<file path="config.mk">
export PLATFORM = sky130hd
export DESIGN_NAME = wb_burst_traffic_gen_flat
export DESIGN_NICKNAME = d
export VERILOG_FILES = /design/src/rtl/wb_burst_traffic_gen_if.sv /design/src/rtl/wb_burst_traffic_gen.sv /design/src/flat_wrapper.sv
export SDC_FILE = /design/constraint.sdc
export NUM_CORES = 1
export LEC_CHECK = 0
export CORE_MARGIN = 5
export CORE_UTILIZATION = 50
export CTS_CLUSTER_DIAMETER = 50
export CTS_CLUSTER_SIZE = 12
export DETAILED_ROUTE_END_ITERATION = 8
export PLACE_DENSITY_LB_ADDON = 0.08
export SLEW_MARGIN = 30
export SYNTH_ARGS = -nofsm -noshare
export SYNTH_HDL_FRONTEND = slang
export SYNTH_SLANG_ARGS = --single-unit
</file>
<file path="constraint.sdc">
create_clock -name wb_clk_i -period 13.9 [get_ports wb_clk_i]
set_clock_uncertainty 0.15 [all_clocks]
set_input_delay 2.085 -clock wb_clk_i [delete_from_list [all_inputs] [get_ports wb_clk_i]]
set_output_delay 2.085 -clock wb_clk_i [all_outputs]
set_load 0.01 [all_outputs]
</file>
<file path="src/rtl/wb_burst_traffic_gen_if.sv">
// rtl/wb_burst_traffic_gen_if.sv - Wishbone B4 burst bus between the traffic generator and a slave port.
interface wb_burst_traffic_gen_if #(
  parameter int dw     = 32,
  parameter int APP_AW = 26
);
  logic              wb_cyc_o;
  logic              wb_stb_o;
  logic              wb_we_o;
  logic [APP_AW-1:0] wb_addr_o;
  logic [dw-1:0]     wb_dat_o;
  logic [dw/8-1:0]   wb_sel_o;
  logic [2:0]        wb_cti_o;
  logic [dw-1:0]     wb_dat_i;
  logic              wb_ack_i;

  modport master (
    output wb_cyc_o, wb_stb_o, wb_we_o, wb_addr_o, wb_dat_o, wb_sel_o, wb_cti_o,
    input  wb_dat_i, wb_ack_i
  );

  modport slave (
    input  wb_cyc_o, wb_stb_o, wb_we_o, wb_addr_o, wb_dat_o, wb_sel_o, wb_cti_o,
    output wb_dat_i, wb_ack_i
  );
endinterface

</file>
<file path="src/rtl/wb_burst_traffic_gen.sv">
// rtl/wb_burst_traffic_gen.sv - Wishbone burst master: writes N bursts of a pattern, reads them back and compares.
module wb_burst_traffic_gen #(
  parameter int dw        = 32,
  parameter int APP_AW    = 26,
  parameter int BURST_MAX = 8,
  parameter int NB_W      = 16,
  parameter int TIMEOUT   = 1024
) (
  input  logic                         wb_clk_i,
  input  logic                         wb_rst_i,
  input  logic                         start,
  input  logic [APP_AW-1:0]            base_addr,
  input  logic [NB_W-1:0]              num_bursts,
  input  logic [$clog2(BURST_MAX):0]   burst_len,
  input  logic [1:0]                   pat_mode,
  output logic                         busy,
  output logic                         done,
  output logic [15:0]                  err_count,
  output logic [APP_AW-1:0]            err_addr,
  output logic                         timeout,
  wb_burst_traffic_gen_if.master       wb
);

  localparam int BLW = $clog2(BURST_MAX) + 1;
  localparam int WDW = $clog2(TIMEOUT + 1);
  localparam logic [APP_AW-1:0] STEP = APP_AW'(dw / 8);

  typedef enum logic [2:0] {IDLE, WR_BEAT, WR_GAP, RD_BEAT, RD_GAP, FIN} state_t;

  state_t            state;
  logic [APP_AW-1:0] base_q;
  logic [NB_W-1:0]   nb_q;
  logic [NB_W-1:0]   burst_q;
  logic [BLW-1:0]    blen_q;
  logic [BLW-1:0]    beat_q;
  logic [1:0]        mode_q;
  logic [WDW-1:0]    wdog_q;

  logic [BLW-1:0]    blen_in;
  logic [dw-1:0]     exp_dat;
  logic [APP_AW-1:0] next_addr;
  logic              last_beat;
  logic              ack;

  // Pure function of address, beat index and mode so the read phase can regenerate it.
  function automatic logic [dw-1:0] pattern(input logic [APP_AW-1:0] a,
                                            input logic [BLW-1:0] beat,
                                            input logic [1:0] m);
    logic [dw-1:0]     p;
    logic [APP_AW-1:0] na;
    p  = '0;
    na = ~a;
    case (m)
      2'b00:   p = dw'(a);
      2'b01:   p = dw'(na);
      2'b10:   p = dw'(1) << (int'(beat) % dw);
      default: p = {(dw/8){8'h5A}};
    endcase
    return p;
  endfunction

  function automatic logic [2:0] cti_for(input logic [BLW-1:0] beat, input logic [BLW-1:0] blen);
    if (blen == BLW'(1))             return 3'b000;
    else if (beat == blen - 1'b1)    return 3'b111;
    else                             return 3'b010;
  endfunction

  always_comb begin
    blen_in = burst_len;
    if (burst_len == '0)
      blen_in = BLW'(1);
    else if (burst_len > BLW'(BURST_MAX))
      blen_in = BLW'(BURST_MAX);
  end

  assign exp_dat   = pattern(wb.wb_addr_o, beat_q, mode_q);
  assign next_addr = wb.wb_addr_o + STEP;
  assign last_beat = (beat_q == blen_q - 1'b1);
  assign ack       = wb.wb_stb_o & wb.wb_ack_i;

  always_ff @(posedge wb_clk_i or posedge wb_rst_i) begin
    if (wb_rst_i) begin
      state        <= IDLE;
      base_q       <= '0;
      nb_q         <= '0;
      burst_q      <= '0;
      blen_q       <= '0;
      beat_q       <= '0;
      mode_q       <= '0;
      wdog_q       <= '0;
      busy         <= 1'b0;
      done         <= 1'b0;
      err_count    <= '0;
      err_addr     <= '0;
      timeout      <= 1'b0;
      wb.wb_cyc_o  <= 1'b0;
      wb.wb_stb_o  <= 1'b0;
      wb.wb_we_o   <= 1'b0;
      wb.wb_addr_o <= '0;
      wb.wb_dat_o  <= '0;
      wb.wb_sel_o  <= '0;
      wb.wb_cti_o  <= '0;
    end else begin
      done <= 1'b0;
      case (state)
        IDLE: begin
          if (start) begin
            base_q    <= base_addr;
            nb_q      <= num_bursts;
            blen_q    <= blen_in;
            mode_q    <= pat_mode;
            beat_q    <= '0;
            burst_q   <= '0;
            wdog_q    <= '0;
            err_count <= '0;
            err_addr  <= '0;
            timeout   <= 1'b0;
            busy      <= 1'b1;
            if (num_bursts == '0) begin
              state <= FIN;
            end else begin
              state        <= WR_BEAT;
              wb.wb_cyc_o  <= 1'b1;
              wb.wb_stb_o  <= 1'b1;
              wb.wb_we_o   <= 1'b1;
              wb.wb_addr_o <= base_addr;
              wb.wb_dat_o  <= pattern(base_addr, '0, pat_mode);
              wb.wb_sel_o  <= '1;
              wb.wb_cti_o  <= cti_for('0, blen_in);
            end
          end
        end

        WR_BEAT, RD_BEAT: begin
          if (ack) begin
            wdog_q       <= '0;
            wb.wb_addr_o <= next_addr;
            if (state == RD_BEAT && wb.wb_dat_i != exp_dat) begin
              if (err_count != 16'hFFFF)
                err_count <= err_count + 16'd1;
              if (err_count == 16'd0)
                err_addr <= wb.wb_addr_o;
            end
            if (last_beat) begin
              wb.wb_cyc_o <= 1'b0;
              wb.wb_stb_o <= 1'b0;
              wb.wb_sel_o <= '0;
              wb.wb_cti_o <= '0;
              wb.wb_dat_o <= '0;
              beat_q      <= '0;
              burst_q     <= burst_q + 1'b1;
              state       <= (state == WR_BEAT) ? WR_GAP : RD_GAP;
            end else begin
              beat_q      <= beat_q + 1'b1;
              wb.wb_cti_o <= cti_for(beat_q + 1'b1, blen_q);
              if (state == WR_BEAT)
                wb.wb_dat_o <= pattern(next_addr, beat_q + 1'b1, mode_q);
            end
          end else if (wdog_q == WDW'(TIMEOUT - 1)) begin
            // Slave is stuck: abandon the run, skipping any remaining bursts.
            timeout     <= 1'b1;
            wb.wb_cyc_o <= 1'b0;
            wb.wb_stb_o <= 1'b0;
            wb.wb_we_o  <= 1'b0;
            wb.wb_sel_o <= '0;
            wb.wb_cti_o <= '0;
            wb.wb_dat_o <= '0;
            state       <= FIN;
          end else begin
            wdog_q <= wdog_q + 1'b1;
          end
        end

        WR_GAP, RD_GAP: begin
          wdog_q <= '0;
          if (burst_q != nb_q) begin
            wb.wb_cyc_o <= 1'b1;
            wb.wb_stb_o <= 1'b1;
            wb.wb_sel_o <= '1;
            wb.wb_cti_o <= cti_for('0, blen_q);
            if (state == WR_GAP)
              wb.wb_dat_o <= pattern(wb.wb_addr_o, '0, mode_q);
            state <= (state == WR_GAP) ? WR_BEAT : RD_BEAT;
          end else if (state == WR_GAP) begin
            burst_q      <= '0;
            wb.wb_addr_o <= base_q;
            wb.wb_we_o   <= 1'b0;
            wb.wb_cyc_o  <= 1'b1;
            wb.wb_stb_o  <= 1'b1;
            wb.wb_sel_o  <= '1;
            wb.wb_cti_o  <= cti_for('0, blen_q);
            state        <= RD_BEAT;
          end else begin
            state <= FIN;
          end
        end

        FIN: begin
          done         <= 1'b1;
          busy         <= 1'b0;
          wb.wb_we_o   <= 1'b0;
          wb.wb_addr_o <= '0;
          state        <= IDLE;
        end

        default: state <= IDLE;
      endcase
    end
  end

endmodule

</file>
<file path="src/flat_wrapper.sv">
// flat-port wrapper written by rule: the top's interface ports become plain ports
module wb_burst_traffic_gen_flat 
#(
  parameter int dw        = 32,
  parameter int APP_AW    = 26,
  parameter int BURST_MAX = 8,
  parameter int NB_W      = 16,
  parameter int TIMEOUT   = 1024
)
  (wb_clk_i, wb_rst_i, start, base_addr, num_bursts, burst_len, pat_mode, busy, done, err_count, err_addr, timeout, wb_wb_cyc_o, wb_wb_stb_o, wb_wb_we_o, wb_wb_addr_o, wb_wb_dat_o, wb_wb_sel_o, wb_wb_cti_o, wb_wb_dat_i, wb_wb_ack_i);
  wb_burst_traffic_gen_if #(.dw(dw), .APP_AW(APP_AW)) wb_i ();
  input  logic wb_clk_i;
  input  logic wb_rst_i;
  input  logic start;
  input  logic [APP_AW-1:0] base_addr;
  input  logic [NB_W-1:0] num_bursts;
  input  logic [$clog2(BURST_MAX):0] burst_len;
  input  logic [1:0] pat_mode;
  output logic busy;
  output logic done;
  output logic [15:0] err_count;
  output logic [APP_AW-1:0] err_addr;
  output logic timeout;
  output wire logic [$bits(wb_i.wb_cyc_o)-1:0] wb_wb_cyc_o;
  output wire logic [$bits(wb_i.wb_stb_o)-1:0] wb_wb_stb_o;
  output wire logic [$bits(wb_i.wb_we_o)-1:0] wb_wb_we_o;
  output wire logic [$bits(wb_i.wb_addr_o)-1:0] wb_wb_addr_o;
  output wire logic [$bits(wb_i.wb_dat_o)-1:0] wb_wb_dat_o;
  output wire logic [$bits(wb_i.wb_sel_o)-1:0] wb_wb_sel_o;
  output wire logic [$bits(wb_i.wb_cti_o)-1:0] wb_wb_cti_o;
  input wire logic [$bits(wb_i.wb_dat_i)-1:0] wb_wb_dat_i;
  input wire logic [$bits(wb_i.wb_ack_i)-1:0] wb_wb_ack_i;
  assign wb_wb_cyc_o = wb_i.wb_cyc_o;
  assign wb_wb_stb_o = wb_i.wb_stb_o;
  assign wb_wb_we_o = wb_i.wb_we_o;
  assign wb_wb_addr_o = wb_i.wb_addr_o;
  assign wb_wb_dat_o = wb_i.wb_dat_o;
  assign wb_wb_sel_o = wb_i.wb_sel_o;
  assign wb_wb_cti_o = wb_i.wb_cti_o;
  assign wb_i.wb_dat_i = wb_wb_dat_i;
  assign wb_i.wb_ack_i = wb_wb_ack_i;
  wb_burst_traffic_gen #(.dw(dw), .APP_AW(APP_AW), .BURST_MAX(BURST_MAX), .NB_W(NB_W), .TIMEOUT(TIMEOUT)) u_core (.wb_clk_i(wb_clk_i), .wb_rst_i(wb_rst_i), .start(start), .base_addr(base_addr), .num_bursts(num_bursts), .burst_len(burst_len), .pat_mode(pat_mode), .busy(busy), .done(done), .err_count(err_count), .err_addr(err_addr), .timeout(timeout), .wb(wb_i));
endmodule
</file>
# After elaboration in Yosys (flattened, before gate mapping)
# Cells that the tools add are included.
dict set report totals {
  output_inout_bits 113
  word_cells 191
  regBits 194
  inputBits 84
}
dict set report op_classes {
  n_reduce_logical 29
  bitwise_logic 4
  n_mux 95
  shift 2
  add_sub_neg 7
  n_eq_ne 34
  magnitude_cmp 1
}
# operator count
set op_table {}
lappend op_table {{one-hot mux 32 bit (3 select lines)} 3}
lappend op_table {{two-way mux 32 bit} 8}
lappend op_table {{two-way mux 26 bit} 9}
lappend op_table {{one-hot mux 31 bit (3 select lines)} 2}
lappend op_table {{two-way mux 16 bit} 8}
lappend op_table {{one-hot mux 26 bit (4 select lines)} 1}
lappend op_table {{NOT 26 bit} 3}
lappend op_table {{<< shifter 1 x 4 -> 32 bit, first input constant} 2}
lappend op_table {{two-way mux 3 bit} 21}
lappend op_table {{one-hot mux 26 bit (2 select lines)} 1}
lappend op_table {{two-way mux 4 bit} 12}
lappend op_table {{one-hot mux 16 bit (3 select lines)} 1}
lappend op_table {{two-way mux 11 bit} 3}
lappend op_table {{one-hot mux 11 bit (3 select lines)} 1}
lappend op_table {{adder 16 x 1 -> 16 bit, second input constant} 2}
lappend op_table {{zero test 16 bit} 2}
lappend op_table {{!= test 32 bit} 1}
lappend op_table {{one-hot mux 16 bit (2 select lines)} 1}
lappend op_table {{adder 26 x 3 -> 26 bit, second input constant} 1}
lappend op_table {{one-hot mux 3 bit (3 select lines)} 2}
lappend op_table {{AND reduction 6 bit} 3}
lappend op_table {{!= test 16 bit} 1}
lappend op_table {{!= test 16 bit, second input constant} 1}
lappend op_table {{!= test 2 x 1 -> 1 bit, second input constant} 8}
lappend op_table {{37 further kinds} 75}

# Logic depth before layout (Yosys ltp)
dict set report depth {
  word_depth 10
  ltp_mapped 14
}

# Least setup slack after synthesis
# No wires, ideal clock.
dict set report synth_timing {
  path_type {input -> register}
  from {input port wb_wb_dat_i[19]}
  to {register u_core.err_addr[10]}
  stages 9
  path_buffers 1
  t_arrival_ns 4.273
  t_required_ns 13.625
  setup_time_ns 0.125
  slack_ns 9.352
  cell_sequence {xnor2_1 a22oi_1 o2111ai_1 or4_1 or4_1 or2_1 buf_6 nand2_8 mux2_2}
}
dict set report synth_via {
  elab_chain_cells 4
}
# element line_no
set synth_rtl {}
lappend synth_rtl {{start, declared} flat_wrapper.sv:31} ;# input wire logic [$bits(wb_i.wb_dat_i)-1:0] wb_wb_dat_i;
lappend synth_rtl {{!= test 32 bit} wb_burst_traffic_gen.sv:138} ;# if (state == RD_BEAT && wb.wb_dat_i != exp_dat) begin
lappend synth_rtl {{logical AND 1 bit} wb_burst_traffic_gen.sv:138}
lappend synth_rtl {{!= test 2 x 1 -> 1 bit (no source line)} -}
lappend synth_rtl {{AND reduction 5 bit (no source line)} -}
lappend synth_rtl {{end signal, assigned} wb_burst_traffic_gen.sv:142} ;# err_addr <= wb.wb_addr_o;
lappend synth_rtl {{end, declared} wb_burst_traffic_gen.sv:19} ;# output logic [APP_AW-1:0] err_addr,
# No other way between the ends.
# A chain may end at the register's enable or synchronous reset.

# Final worst setup path
# Ends and elaborated chain as after synthesis.

==> run_results.csv <==
group,metric,value,unit
min_path,holdCritPathClass,"reg2reg",
detailed_routing,drc,0,
detailed_routing,routed_wl,39800,um
detailed_routing,viasPerCell,5.91,
detailed_routing,via_count,11400,
synth,avgSynthCellArea,8.42,um2
grt,grt_max_degree,74,
cts,cts_buffers,17,
power_and_ir_drop,power_density,224,nW/um2
detailed_routing,firstDrtPassIters,8,
cells_and_area,final_area,15000,um2
placed_design,numPortBuffers,193,
power_and_ir_drop,p_int,1.81,mW
grt,antenna_found_initial,0,
cts,post_cts_buffers,0,
synth,synth_seq_area_share,37.0,%
cells_and_area,drive_gt1_share,6.60,%
synth,ys_seq_elements,184,
cts,root_buffer,"clkbuf_16",
cts,cts.clk_slew.worst_paths,70,ps
power_and_ir_drop,p_comb_share,54.7,%
grt,grt_pass1_wl,62300,um
synth,yosys_warnings,0,
worst_setup_path,path_class,"in2reg",
worst_setup_path,worstPathRequired,14080,ps
synth,synth_edf_count,0,
cts,clk_latency,440,ps
placed_design,dp_cells,1897,
cts,cts_tree,"done",
placed_design,gp_congestion,0.923,
synth,syn_area,12400,um2
detailed_routing,ant_nets,0,
run_status,status,"finished, final reports clean",
grt,overflow,0,
grt,grt_pass1_vias,10900,
worst_setup_path,worstSetupEndpointType,"flop",
cts,cts_resized,0,
timing,max-slew-margin-rel,34.2,%
timing,timing.fmax,200,MHz
die,fp-row-count,57,
placed_design,dp_hpwl,28300,um
cts,clock_tree.buffer_depth,2,
die,die_area,28100,um2
flow_run,max_cap_viol_count,0,
worst_setup_path,crit_fanout,26,
detailed_routing,wire_per_inst,20.6,um
timing,tns,0,ps
synth,synthCells,1478,
synth,synth_top_area_share,37.0,%
power_and_ir_drop,p_sw,1.56,mW
synth,ys_types,76,
power_and_ir_drop,power_frac_clock,16.0,%
power_and_ir_drop,leakage,6.37,nW
timing,worst_pin_slew,984,ps
synth,postSynth.asyncResetShare,100,%
cts,htreeDepth,4,
placed_design,place_area,14400,um2
die,coreArea,24400,um2
cells_and_area,nets,1691,
timing,setup_viol,0,
die,start_util,51.0,%
cts,ctsHoldBuffers,0,
cts,cts.sinks,184,
die,die_h,168,um
synth,yosysTopAreaCell,"dfrtp_1",
cells_and_area,diodes,0,
timing,fin_crit,5010,ps
die,die-width,168,um
cells_and_area,area_growth,21.0,%
placed_design,dpl_worst_slack,8440,ps
grt,grt_usage,27.7,%
power_and_ir_drop,vdd_drop_max,0.144,mV
synth,ys.flop_type,"dfrtp_1",
timing,slew_violations,0,
timing,hold_violations,0,
timing,rsz0062_at_grt,"no",
die,pin_count,197,
timing,layout_setup_ws,8890,ps
timing,fin_crit_sh,36.1,%
worst_setup_path,start_kind,"primary input",
detailed_routing,drtIter0Drc,1522,
power_and_ir_drop,switching_share,46.3,%
cells_and_area,n_fill_cell,2217,
cells_and_area,final_cells,1929,
synth,netlist_top_cells_area,"dfrtp_1, nand2_1, xnor2_1",
power_and_ir_drop,seq_power_share,29.3,%
worst_setup_path,cp_data_arrival_time,5190,ps
==> registers in the layout, summed over array words and instances, names as in the netlist <==
register,cells
u_core.mode_q,2
u_core.busy,1
u_core.state,3
u_core.done,1
u_core.wb.wb_sel_o,1
u_core.burst_q,16
u_core.wb.wb_we_o,1
u_core.base_q,26
u_core.nb_q,16
u_core.err_addr,26
u_core.wb.wb_addr_o,26
u_core.wb.wb_cti_o,2
u_core.beat_q,4
u_core.timeout,1
u_core.blen_q,4
u_core.wdog_q,11
u_core.wb.wb_dat_o,27
u_core.err_count,16
==> critical path, cell delays in order <==
cell	delay [ps]
clkdlybuf4s50_1	480
xnor2_1	180
a22oi_1	190
o2111ai_1	120
or4_1	560
or4_1	540
or2_1	370
nand2_8	280
mux2_2	370
==> power by group through the flow <==
stage               Clock (mW)  Combinational (mW)  Sequential, mW
floorplan                    0                1.25           0.901
global placement             0                1.78           0.978
detailed placement           0                1.82           0.985
CTS                      0.545                1.83           0.975
global route             0.569                2.00            1.01
finish                   0.539                1.84           0.985
==> layout by cell type (no fill, tap or decap), types with 8 or more instances in the layout <==
| cell type | instances |
|---|---|
| a211oi_1 | 31 |
| or4_1 | 12 |
| xor2_1 | 67 |
| clkdlybuf4s50_1 | 193 |
| o21ai_0 | 65 |
| mux2i_1 | 35 |
| nand2b_1 | 12 |
| o31ai_1 | 10 |
| o22ai_1 | 25 |
| xnor2_1 | 97 |
| buf_4 | 17 |
| clkbuf_16 | 17 |
| a22oi_1 | 9 |
| and3_1 | 12 |
| a21oi_1 | 66 |
| nand3_1 | 46 |
| mux2_2 | 33 |
| nor3_1 | 26 |
| ha_1 | 15 |
| nor3b_1 | 9 |
| nand3b_1 | 8 |
| and2_1 | 10 |
| nor4_1 | 16 |
| nand4_1 | 23 |
| nor2b_1 | 30 |
| a31oi_1 | 8 |
| dfrtp_1 | 180 |
| inv_1 | 47 |
| nor2_1 | 90 |
| a22o_1 | 14 |
| nand2_1 | 259 |
==> cell families (layout without fill, tap and decap cells) <==
group | count (synthesis) | after routing | synth area share (%)
AND/OR/NAND/NOR | 591 | 591 | 22.9
AO/OA/AOI/OAI | 286 | 286 | 15.0
flip-flops | 184 | 184 | 37.0
buffers and inverters | 167 | 292 | 5.97
XOR/XNOR | 166 | 166 | 11.8
multiplexers | 68 | 68 | 5.80
adder cells (fa/ha/maj) | 15 | 15 | 1.51
other | 1 | 3 | 0.0301
==> per-stage QoR <==
stage / power, mW / hold slack (ps) / util (%)
6_report: 3.37 / 328 / 61.7
5_1_grt: 3.58 / 346 / 61.7
3_5_place_dp: 2.80 / 312 / 59.0
4_1_cts: 3.35 / 331 / 61.6
2_1_floorplan: 2.15 / 295 / -
3_3_place_gp: 2.76 / 309 / 58.9
==> final timing paths <==
path	cells past startpoint	startpoint	end	slack, ps
max	9	wb_wb_dat_i[19]	u_core.err_addr[10]$_DFFE_PP0P_	8890
min	2	u_core.base_q[1]$_DFFE_PP0P_	u_core.base_q[1]$_DFFE_PP0P_	330
max reg2reg	9	u_core.mode_q[0]$_DFFE_PP0P_	u_core.err_addr[10]$_DFFE_PP0P_	9350
min reg2reg	2	u_core.base_q[1]$_DFFE_PP0P_	u_core.base_q[1]$_DFFE_PP0P_	330
max in group asynchronous	3	wb_rst_i	u_core.wb.wb_dat_o[20]$_DFFE_PP0P_	10510
min in group asynchronous	2	wb_rst_i	u_core.err_count[11]$_DFFE_PP0P_	1890
==> cell usage after synthesis (3+ instances only) <==
cell	instances
nand2b_1	12
o211ai_1	6
nand3b_1	8
or2_2	5
nand3_1	46
nor3_1	27
buf_2	12
nand2_1	259
nand4_1	23
and3_1	12
a211oi_1	31
a22o_1	14
dfrtp_1	184
o32ai_1	4
ha_1	15
o22ai_1	25
nand4b_1	3
xor2_1	67
a22oi_1	9
mux2i_1	35
a21o_1	3
o311ai_0	7
buf_4	16
or3_1	6
a21oi_1	66
nor2b_1	30
o31ai_1	10
nor4_1	16
nor2_1	90
and2_1	10
o221ai_1	7
and4_1	4
o41ai_1	6
o21ai_0	65
and3b_1	6
mux2_2	33
clkbuf_1	74
inv_1	48
nor4b_1	3
buf_1	13
a32o_1	3
nor3b_1	9
xnor2_1	98
a31oi_1	8
or4_1	12
==> layer usage <==
| layer | GRT usage, % | wire length (um) | vias to the layer above |
|---|---|---|---|
| li1 | - | - | 5350 |
| met1 | 40.2 | 17500 | 5473 |
| met2 | 42.6 | 17800 | 513 |
| met3 | 5.37 | 3620 | 64 |
| met4 | 7.37 | 947 | 0 |
| met5 | 0 | 0 | - |
==> layout make-up <==
type / instances / area [um2] / area share, %
Multi-Input combinational cell: 1129 / 7120 / 47.3
Sequential cell: 184 / 4610 / 30.7
Timing Repair Buffer: 211 / 2070 / 13.8
Clock buffer: 18 / 439 / 2.92
Tap cell: 324 / 405 / 2.69
Clock inverter: 14 / 206 / 1.37
Inverter: 49 / 189 / 1.26
(Power assumes the default switching activity.)
